### config.mk
export PLATFORM = sky130hd
export DESIGN_NAME = scene_compositor_flat
export DESIGN_NICKNAME = d
export VERILOG_FILES = /design/src/rtl/game_pkg.sv /design/src/rtl/scene_compositor_if.sv /design/src/rtl/shot_allocator.sv /design/src/rtl/scene_compositor.sv /design/src/flat_wrapper.sv
export SDC_FILE = /design/constraint.sdc
export NUM_CORES = 1
export LEC_CHECK = 0
export BUFFER_PORTS_ARGS = -buffer_cell sky130_fd_sc_hd__buf_2
export CORE_AREA = 2 2 149 151
export DETAILED_ROUTE_END_ITERATION = 10
export DIE_AREA = 0 0 151 153
export PLACE_DENSITY = 0.59
export REMOVE_ABC_BUFFERS = 1
export SLEW_MARGIN = 20
export SYNTH_ARGS = -nofsm -noshare
export SYNTH_HDL_FRONTEND = slang
export SYNTH_SLANG_ARGS = --single-unit
### constraint.sdc
create_clock -name clk -period 3.5 [get_ports clk]
set_input_delay 0.175 -clock clk [delete_from_list [all_inputs] [get_ports clk]]
set_output_delay 0.175 -clock clk [all_outputs]
set_load 0.05 [all_outputs]
### src/rtl/game_pkg.sv
// Shared types and default constants for the scene compositor and game-state controller.
package game_pkg;

  typedef enum logic [1:0] {
    PLAY    = 2'd0,
    DYING   = 2'd1,
    OVER    = 2'd2,
    RESTART = 2'd3
  } game_state_t;

  localparam int unsigned RGB_W                = 12;
  localparam logic [RGB_W-1:0] KEY_RGB_DEFAULT = 12'hF0F;
  localparam int unsigned LAYERS_DEFAULT       = 24;
  localparam int unsigned FLASH_FRAMES_DEFAULT = 30;
  localparam int unsigned SHOTS_DEFAULT        = 4;

endpackage

### src/rtl/scene_compositor_if.sv
// Pixel, game-control and bullet-slot signals of the scene compositor.
interface scene_compositor_if
  import game_pkg::*;
#(
  parameter int unsigned LAYERS = LAYERS_DEFAULT,
  parameter int unsigned SHOTS  = SHOTS_DEFAULT
);
  logic [9:0]              col;
  logic [9:0]              row;
  logic [RGB_W-1:0]        bg_rgb;
  logic [LAYERS-1:0]       layer_hit;
  logic [LAYERS*RGB_W-1:0] layer_rgb;
  logic                    over_hit;
  logic [RGB_W-1:0]        over_rgb;
  logic                    kill;
  logic                    restart_key;
  logic                    shoot_key;
  logic [SHOTS-1:0]        shot_busy;
  logic [RGB_W-1:0]        rgb_out;
  logic                    game_reset;
  logic                    game_over;
  logic [SHOTS-1:0]        shot_fire;

  modport master (
    output col, row, bg_rgb, layer_hit, layer_rgb, over_hit, over_rgb,
           kill, restart_key, shoot_key, shot_busy,
    input  rgb_out, game_reset, game_over, shot_fire
  );

  modport slave (
    input  col, row, bg_rgb, layer_hit, layer_rgb, over_hit, over_rgb,
           kill, restart_key, shoot_key, shot_busy,
    output rgb_out, game_reset, game_over, shot_fire
  );
endinterface

### src/rtl/shot_allocator.sv
// Round-robin bullet-slot allocator: one launch pulse per shoot_key rising edge.
module shot_allocator #(
  parameter int unsigned SHOTS = 4
) (
  input  logic             clk,
  input  logic             rst,
  input  logic             en,
  input  logic             shoot_key,
  input  logic [SHOTS-1:0] shot_busy,
  output logic [SHOTS-1:0] shot_fire
);
  localparam int unsigned PTR_W = (SHOTS > 1) ? $clog2(SHOTS) : 1;
  localparam int unsigned SUM_W = PTR_W + 1;

  logic             shoot_q;
  logic [PTR_W-1:0] rr_ptr_q, rr_ptr_d;
  logic [SHOTS-1:0] fire_q, fire_d;
  logic [SHOTS-1:0] busy;
  logic [SUM_W-1:0] sum;
  logic [PTR_W-1:0] idx;
  logic             found;
  logic             shoot_edge;

  assign shoot_edge = shoot_key && !shoot_q;
  // A slot launched last cycle may not show busy yet, so treat it as taken.
  assign busy       = shot_busy | fire_q;

  always_comb begin : search
    fire_d   = '0;
    rr_ptr_d = rr_ptr_q;
    found    = 1'b0;
    sum      = '0;
    idx      = '0;
    if (en && shoot_edge) begin
      for (int unsigned k = 0; k < SHOTS; k++) begin
        sum = {1'b0, rr_ptr_q} + SUM_W'(k);
        if (sum >= SUM_W'(SHOTS)) sum = sum - SUM_W'(SHOTS);
        idx = sum[PTR_W-1:0];
        if (!found && !busy[idx]) begin
          found       = 1'b1;
          fire_d[idx] = 1'b1;
          rr_ptr_d    = (idx == PTR_W'(SHOTS - 1)) ? '0 : idx + PTR_W'(1);
        end
      end
    end
  end

  always_ff @(posedge clk) begin
    if (rst) begin
      shoot_q  <= 1'b0;
      rr_ptr_q <= '0;
      fire_q   <= '0;
    end else begin
      shoot_q  <= shoot_key;
      rr_ptr_q <= rr_ptr_d;
      fire_q   <= fire_d;
    end
  end

  assign shot_fire = fire_q;
endmodule

### src/rtl/scene_compositor.sv
// Two-stage layer compositor with death-flash / game-over / restart control and shot allocation.
module scene_compositor
  import game_pkg::*;
#(
  parameter int unsigned      LAYERS       = LAYERS_DEFAULT,
  parameter logic [RGB_W-1:0] KEY_RGB      = KEY_RGB_DEFAULT,
  parameter int unsigned      FLASH_FRAMES = FLASH_FRAMES_DEFAULT,
  parameter int unsigned      SHOTS        = SHOTS_DEFAULT
) (
  input logic               clk,
  input logic               rst,
  scene_compositor_if.slave bus
);
  localparam logic [1:0] ST_PLAY    = PLAY;
  localparam logic [1:0] ST_DYING   = DYING;
  localparam logic [1:0] ST_OVER    = OVER;
  localparam logic [1:0] ST_RESTART = RESTART;

  logic [1:0]       state_q, state_d;
  logic [7:0]       frame_cnt_q, frame_cnt_d;
  logic             origin_q, restart_q;
  logic [RGB_W-1:0] pix1_q, pix1_d;
  logic             over_hit_q;
  logic [RGB_W-1:0] over_rgb_q;
  logic [RGB_W-1:0] rgb_out_q, rgb_out_d;
  logic             frame_tick, restart_edge;

  // Frame tick fires once on entry to the origin pixel, not for as long as it is held.
  assign frame_tick   = (bus.col == '0) && (bus.row == '0) && !origin_q;
  assign restart_edge = bus.restart_key && !restart_q;

  always_comb begin : fsm_next
    state_d     = state_q;
    frame_cnt_d = frame_cnt_q;
    case (state_q)
      ST_PLAY: begin
        if (bus.kill) begin
          state_d     = ST_DYING;
          frame_cnt_d = '0;
        end
      end
      ST_DYING: begin
        if (frame_tick) begin
          frame_cnt_d = frame_cnt_q + 8'd1;
          if (frame_cnt_q == 8'(FLASH_FRAMES - 1)) state_d = ST_OVER;
        end
      end
      ST_OVER: begin
        if (restart_edge) state_d = ST_RESTART;
      end
      default: state_d = ST_PLAY;
    endcase
  end

  // Ascending scan so the highest visible layer index wins.
  always_comb begin : layer_mux
    pix1_d = bus.bg_rgb;
    for (int unsigned i = 0; i < LAYERS; i++) begin
      if (bus.layer_hit[i] && (bus.layer_rgb[i*RGB_W +: RGB_W] != KEY_RGB))
        pix1_d = bus.layer_rgb[i*RGB_W +: RGB_W];
    end
  end

  always_comb begin : overlay
    rgb_out_d = pix1_q;
    if ((state_q == ST_OVER) && over_hit_q)
      rgb_out_d = over_rgb_q;
    else if ((state_q == ST_DYING) && frame_cnt_q[2])
      rgb_out_d = ~pix1_q;
  end

  always_ff @(posedge clk) begin
    if (rst) begin
      state_q     <= ST_PLAY;
      frame_cnt_q <= '0;
      origin_q    <= 1'b0;
      restart_q   <= 1'b0;
      pix1_q      <= '0;
      over_hit_q  <= 1'b0;
      over_rgb_q  <= '0;
      rgb_out_q   <= '0;
    end else begin
      state_q     <= state_d;
      frame_cnt_q <= frame_cnt_d;
      origin_q    <= (bus.col == '0) && (bus.row == '0);
      restart_q   <= bus.restart_key;
      pix1_q      <= pix1_d;
      over_hit_q  <= bus.over_hit;
      over_rgb_q  <= bus.over_rgb;
      rgb_out_q   <= rgb_out_d;
    end
  end

  shot_allocator #(.SHOTS(SHOTS)) u_shot_allocator (
    .clk       (clk),
    .rst       (rst),
    .en        (state_q == ST_PLAY),
    .shoot_key (bus.shoot_key),
    .shot_busy (bus.shot_busy),
    .shot_fire (bus.shot_fire)
  );

  assign bus.rgb_out    = rgb_out_q;
  assign bus.game_reset = rst || (state_q == ST_RESTART);
  assign bus.game_over  = (state_q == ST_DYING) || (state_q == ST_OVER);
endmodule
### src/flat_wrapper.sv
// flat-port wrapper written by rule: the top's interface ports become plain ports
module scene_compositor_flat import game_pkg::*;
#(
  parameter int unsigned      LAYERS       = LAYERS_DEFAULT,
  parameter logic [RGB_W-1:0] KEY_RGB      = KEY_RGB_DEFAULT,
  parameter int unsigned      FLASH_FRAMES = FLASH_FRAMES_DEFAULT,
  parameter int unsigned      SHOTS        = SHOTS_DEFAULT
)
  (clk, rst, bus_col, bus_row, bus_bg_rgb, bus_layer_hit, bus_layer_rgb, bus_over_hit, bus_over_rgb, bus_kill, bus_restart_key, bus_shoot_key, bus_shot_busy, bus_rgb_out, bus_game_reset, bus_game_over, bus_shot_fire);
  scene_compositor_if #(.LAYERS(LAYERS), .SHOTS(SHOTS)) bus_i ();
  input logic clk;
  input logic rst;
  input wire logic [$bits(bus_i.col)-1:0] bus_col;
  input wire logic [$bits(bus_i.row)-1:0] bus_row;
  input wire logic [$bits(bus_i.bg_rgb)-1:0] bus_bg_rgb;
  input wire logic [$bits(bus_i.layer_hit)-1:0] bus_layer_hit;
  input wire logic [$bits(bus_i.layer_rgb)-1:0] bus_layer_rgb;
  input wire logic [$bits(bus_i.over_hit)-1:0] bus_over_hit;
  input wire logic [$bits(bus_i.over_rgb)-1:0] bus_over_rgb;
  input wire logic [$bits(bus_i.kill)-1:0] bus_kill;
  input wire logic [$bits(bus_i.restart_key)-1:0] bus_restart_key;
  input wire logic [$bits(bus_i.shoot_key)-1:0] bus_shoot_key;
  input wire logic [$bits(bus_i.shot_busy)-1:0] bus_shot_busy;
  output wire logic [$bits(bus_i.rgb_out)-1:0] bus_rgb_out;
  output wire logic [$bits(bus_i.game_reset)-1:0] bus_game_reset;
  output wire logic [$bits(bus_i.game_over)-1:0] bus_game_over;
  output wire logic [$bits(bus_i.shot_fire)-1:0] bus_shot_fire;
  assign bus_i.col = bus_col;
  assign bus_i.row = bus_row;
  assign bus_i.bg_rgb = bus_bg_rgb;
  assign bus_i.layer_hit = bus_layer_hit;
  assign bus_i.layer_rgb = bus_layer_rgb;
  assign bus_i.over_hit = bus_over_hit;
  assign bus_i.over_rgb = bus_over_rgb;
  assign bus_i.kill = bus_kill;
  assign bus_i.restart_key = bus_restart_key;
  assign bus_i.shoot_key = bus_shoot_key;
  assign bus_i.shot_busy = bus_shot_busy;
  assign bus_rgb_out = bus_i.rgb_out;
  assign bus_game_reset = bus_i.game_reset;
  assign bus_game_over = bus_i.game_over;
  assign bus_shot_fire = bus_i.shot_fire;
  scene_compositor #(.LAYERS(LAYERS), .KEY_RGB(KEY_RGB), .FLASH_FRAMES(FLASH_FRAMES), .SHOTS(SHOTS)) u_core (.clk(clk), .rst(rst), .bus(bus_i));
endmodule
Yosys cells after proc, flatten, opt, wreduce, memory -nomap -nowiden --
Index checks and enable logic that the tools add are counted.
Storage, ports and cells: output and inout port bits 18, word-level logic and storage cells 214, register bits after elaboration 56, input port bits 366
Cells by class: bitwise gates (word level) 6, reduce and logical (&&, ||, !) cells 57, order comparisons 12, eq/ne operators 37, $add $sub $neg 12, multiplexer cells 79
Operator list (number):
- two-way mux 12 bit | 26
- != test 12 bit, second input constant | 24
- two-way mux 2 bit | 20
- logical AND 1 bit | 38
- two-way mux 4 bit | 7
- logical NOT 10 bit | 2
- two-way mux 8 bit | 2
- bitwise OR 4 bit | 4
- one-hot mux 8 bit (2 select lines) | 1
- two-way mux 1 bit | 14
- == test 2 bit, second input constant | 6
- less-than comparator 2 x 3 -> 1 bit, second input constant | 4
- NOT 12 bit | 1
- greater-or-equal comparator 3 bit, second input constant | 3
- logical NOT 1 bit | 9
- adder 2 x 1 -> 2 bit, second input constant | 4
- adder 8 x 1 -> 8 bit, second input constant | 1
- binary-select mux 1 bit (select 2 bit) | 4
- demux 1 bit (select 2 bit) | 4
- == test 8 x 5 -> 1 bit, second input constant | 1
- greater-or-equal comparator 2 x 1 -> 1 bit, second input constant | 4
- subtractor 2 x 1 -> 2 bit, second input constant | 4
- adder 2 x 2 -> 3 bit, second input constant | 2
- != test 2 x 1 -> 1 bit, second input constant | 3
- other kinds (14) | 15

Logic depth before layout (Yosys ltp) --
depth in word-level cells 26, mapped depth 9, depth with buffers taken out 7

Modules after synthesis --
From an unflattened synthesis, not the netlist that was laid out.
Second synthesis, totals: cell total of the unflattened synthesis 836, area total of the unflattened synthesis 6520.0 µm²
By module, submodules not included:
- scene_compositor | times used 1, cells an instance 752, seq. area each 980.9 µm², area each 5821.8 µm²
- shot_allocator | times used 1, cells an instance 84, seq. area each 140.1 µm², area each 698.2 µm²

Worst setup path before layout --
OpenSTA, ideal clock, no wires.
path type register -> register, start point register u_core.u_shot_allocator.rr_ptr_q[0], end point register u_core.u_shot_allocator.rr_ptr_q[0], arrival 2589 ps, period minus slack after synthesis 2659 ps, setup time 71 ps, slack 841 ps, cell stages (with the launch flop) 10, data required time 3429 ps, path through dfxtp_1 > clkbuf_1 > inv_1 > ha_1 > clkbuf_1 > mux2_2 > nor3b_1 > a22oi_1 > or4_1 > a21oi_1
Between the ends: longest elaborated chain between the ends 19
RTL lines:
- start: declaration | line shot_allocator.sv:16 | logic [PTR_W-1:0] rr_ptr_q, rr_ptr_d;
- start signal: assignment | line shot_allocator.sv:55 | rr_ptr_q <= rr_ptr_d;
- parallel branches: the longest is 19 deep, another holds adder 2 x 1 -> 3 bit
Several ways; the timed one is not identified. The select of a mux whose other input is x is not followed. A chain may end at the register's enable or synchronous reset.

Worst setup path after layout --
start point register u_core.u_shot_allocator.rr_ptr_q[1], end point register u_core.u_shot_allocator.rr_ptr_q[0]
The elaborated chain is that of the path after synthesis.

==> metrics.csv <==
metric,value,unit
Worst Skew,0.00978,ns
DR vias/cell,5.95,
area of the core,21500,sq um
Final Util,41.0,%
CTS HTree Levels,2,
Post-synth ARST share,0,%
PortBufs,383,
unrepaired setup endpoints after global routing,no,
"Clk pin slew, worst setup/hold paths",0.08,ns
maximum VDD drop,0.000196,V
Seq. cell area,1120,sq um
ratio of cells with drive above 1 in the final layout,35.0,%
Routed WL per cell,23.6,um
"Seq/Total Area, Yosys",17.7,%
CTS Hold Bufs,0,
maxcap violations,0,
CP endpoint kind,register,
CP required,3.74,ns
post_cts resized,0,
Cell Rows,54,
top_reg_cell synth,dfxtp_1,
"Slowest-stage cell, CP",ha_1,
synth warn,0,
First-pass DRT Iterations,7,
GRT overflow,0,
worst skew pair latency,0.31,ns
fillers,2336,
CP top delay family,simple AND/OR/NAND/NOR gates,
die width,151,um
GRT Overall Usage,29.3,%
Place WS,0.649,ns
Layout Nets,1608,
Longest Clk Path Bufs,2,
Die Span Y,153,um
postcts setup bufs,0,
register bit total from synthesis,56,
top post-synthesis cells by area,"dfxtp_1 18%, nand4b_1 6.4%, o21ai_0 4.7%",
first-pass GRT wire length,51.9,mm
largest fanout on the critical path,8,
CP Cell Sequence,inv_1 > ha_1 > mux2_2 > nor3b_1 > a22oi_1 > or4_1 > a21oi_1,
Slew HR,40.2,%
Final Cycle Share,75.5,%
Synth Cell Area,6330,sq um
largest area contributor in the netlist,dfxtp_1,
via count,9020,
Mean Syn Cell Area,7.42,sq um
Leak,3.71,nW
synthesis-to-finish area growth,39.1,%
Synth cell types,79,
initial antenna violation count,7,
worst setup path class,reg -> reg,
worst min path class,in -> reg,
max incr delay on CP,0.45,ns
final antenna-violating net count,0,
status,"complete, no violations",
Multi-input gate area,4920,sq um
# DRC,0,
CP arrival,2.88,ns
initial drt markers,614,
Gate Count Post-Synth,853,
number of global-route vias before repair,8832,
TritonCTS clock tree,yes,
Fmax,378,MHz
Yosys top cell area share,17.7,%
number of buffers created by CTS,5,
post-route setup slack,0.857,ns
number of synthesized flops with an enable pin,0,
Fin Setup TNS,0,ns
total die area,23100,sq um
Power Density,335,nW/um^2
Slew @ Worst Pin,0.889,ns
CP bufs+invs,1,
Root Driver,clkbuf_16,
max-slew violations,0,
Critical Path Start Type,register,
GP Congestion,0.986,
final period demand of the worst path,2.64,ns
largest net degree at the start of global routing,30,
CTS sink cnt,56,
Final HPWL DP,31.0,mm
Final Hold Viols,0,
I/O pin count,384,
# setup viols final,0,
total routed wirelength,35.7,mm
initial core utilization,29.4,%
-- cell families (layout without fill, tap and decap cells) --
group / Yosys count / in the layout / synth area share (%)
muxes: 15 / 15 / 2.45
and+or+nand+nor: 354 / 354 / 32.8
buffers and inverters: 70 / 448 / 4.53
AOI/OAI and AO/OA: 330 / 330 / 38.0
other: 0 / 5 / 0
adders and majority gates: 11 / 11 / 2.18
DFF: 56 / 56 / 17.7
xor gates and xnor gates: 17 / 17 / 2.35
-- state kept, by name (all words and copies together), names as in the netlist --
| register | cells |
|---|---|
| u_core.state_q | 2 |
| u_core.u_shot_allocator.rr_ptr_q | 2 |
| u_core.origin_q | 1 |
| u_core.bus.rgb_out | 12 |
| u_core.over_rgb_q | 12 |
| u_core.frame_cnt_q | 8 |
| u_core.over_hit_q | 1 |
| u_core.u_shot_allocator.shoot_q | 1 |
| u_core.restart_q | 1 |
| u_core.u_shot_allocator.shot_fire | 4 |
| u_core.pix1_q | 12 |
-- layer usage --
metal | vias up | share of wire, % | track usage (%)
met5 | - | 0.076 | 0
met4 | 4 | 3.2 | 8.90
met3 | 70 | 8.2 | 4.60
met2 | 507 | 50 | 53.5
met1 | 4246 | 38 | 34.9
li1 | 4193 | - | -
-- per-stage QoR --
| stage | power (mW) | std cells | instance area [sq um] | hold slack (ns) |
|---|---|---|---|---|
| after global routing | 3.11 | 1515 | 8800 | 0.0848 |
| after CTS | 2.94 | 1511 | 8790 | 0.0675 |
| after detailed placement | 2.27 | 1504 | 8600 | 0.390 |
| after global placement | 2.28 | 1504 | 8600 | 0.387 |
| after floorplan | 1.66 | 820 | 6180 | 0.242 |
| final | 2.95 | 1516 | 8800 | 0.0697 |
-- where the power goes --
| group | total (mW) | switching [mW] | internal, mW |
|---|---|---|---|
| combinational | 1.53 | 0.953 | 0.580 |
| clock | 0.658 | 0.251 | 0.407 |
| sequential | 0.760 | 0.0520 | 0.708 |
| total | 2.95 | 1.26 | 1.69 |
-- layout make-up --
class	instances	share of cell area [%]
multi-input combinational	727	55.9
clock inverter	2	0.682
sequential	56	12.7
timing repair buffer	404	23.6
tap	280	3.98
clock buffer	5	1.42
inverter	37	1.58
antenna	5	0.142
-- path summary, 6_finish.rpt --
| kind | endpoint | from | slack (ns) | cells after the start |
|---|---|---|---|---|
| hold / removal | u_core.over_rgb_q[3]$_SDFF_PP0_ | bus_over_rgb[3] | 0.07 | 2 |
| setup / recovery | u_core.u_shot_allocator.rr_ptr_q[0]$_SDFFE_PP0P_ | u_core.u_shot_allocator.rr_ptr_q[1]$_SDFFE_PP0P_ | 0.86 | 7 |
| setup reg to reg | u_core.u_shot_allocator.rr_ptr_q[0]$_SDFFE_PP0P_ | u_core.u_shot_allocator.rr_ptr_q[1]$_SDFFE_PP0P_ | 0.86 | 7 |
| hold reg to reg | u_core.bus.rgb_out[2]$_SDFF_PP0_ | u_core.over_rgb_q[2]$_SDFF_PP0_ | 0.48 | 2 |
-- layout by cell type (no fill, tap or decap), drive strengths merged, types with 15 or more instances in the layout --
master and count:
a211oi 21, a21oi 47, a221oi 29, a22oi 16
buf 404, dfxtp 56, inv 37, nand2 69
nand2b 19, nand3 28, nand4b 46, nand4bb 22
nor2 74, nor2b 17, nor3 17, o21ai 60
o31a 15, o31ai 25, xor2 15
-- synth_stat cells (11+ instances only) --
master,count
nor3_1,17
nand2b_1,19
xor2_1,15
a211oi_1,21
a22oi_1,16
o31ai_1,24
nand4b_1,46
o31a_1,15
mux2i_1,11
nor2_1,74
nand2_1,69
dfxtp_1,56
a221oi_1,28
nand3_1,28
o21ai_0,59
inv_1,37
nand4bb_1,22
o221ai_1,13
ha_1,11
o211ai_1,12
nor2b_1,17
a31oi_1,14
nand3b_1,11
a21oi_1,47
clkbuf_1,25
No activity file was read; power rests on OpenSTA's default activity.
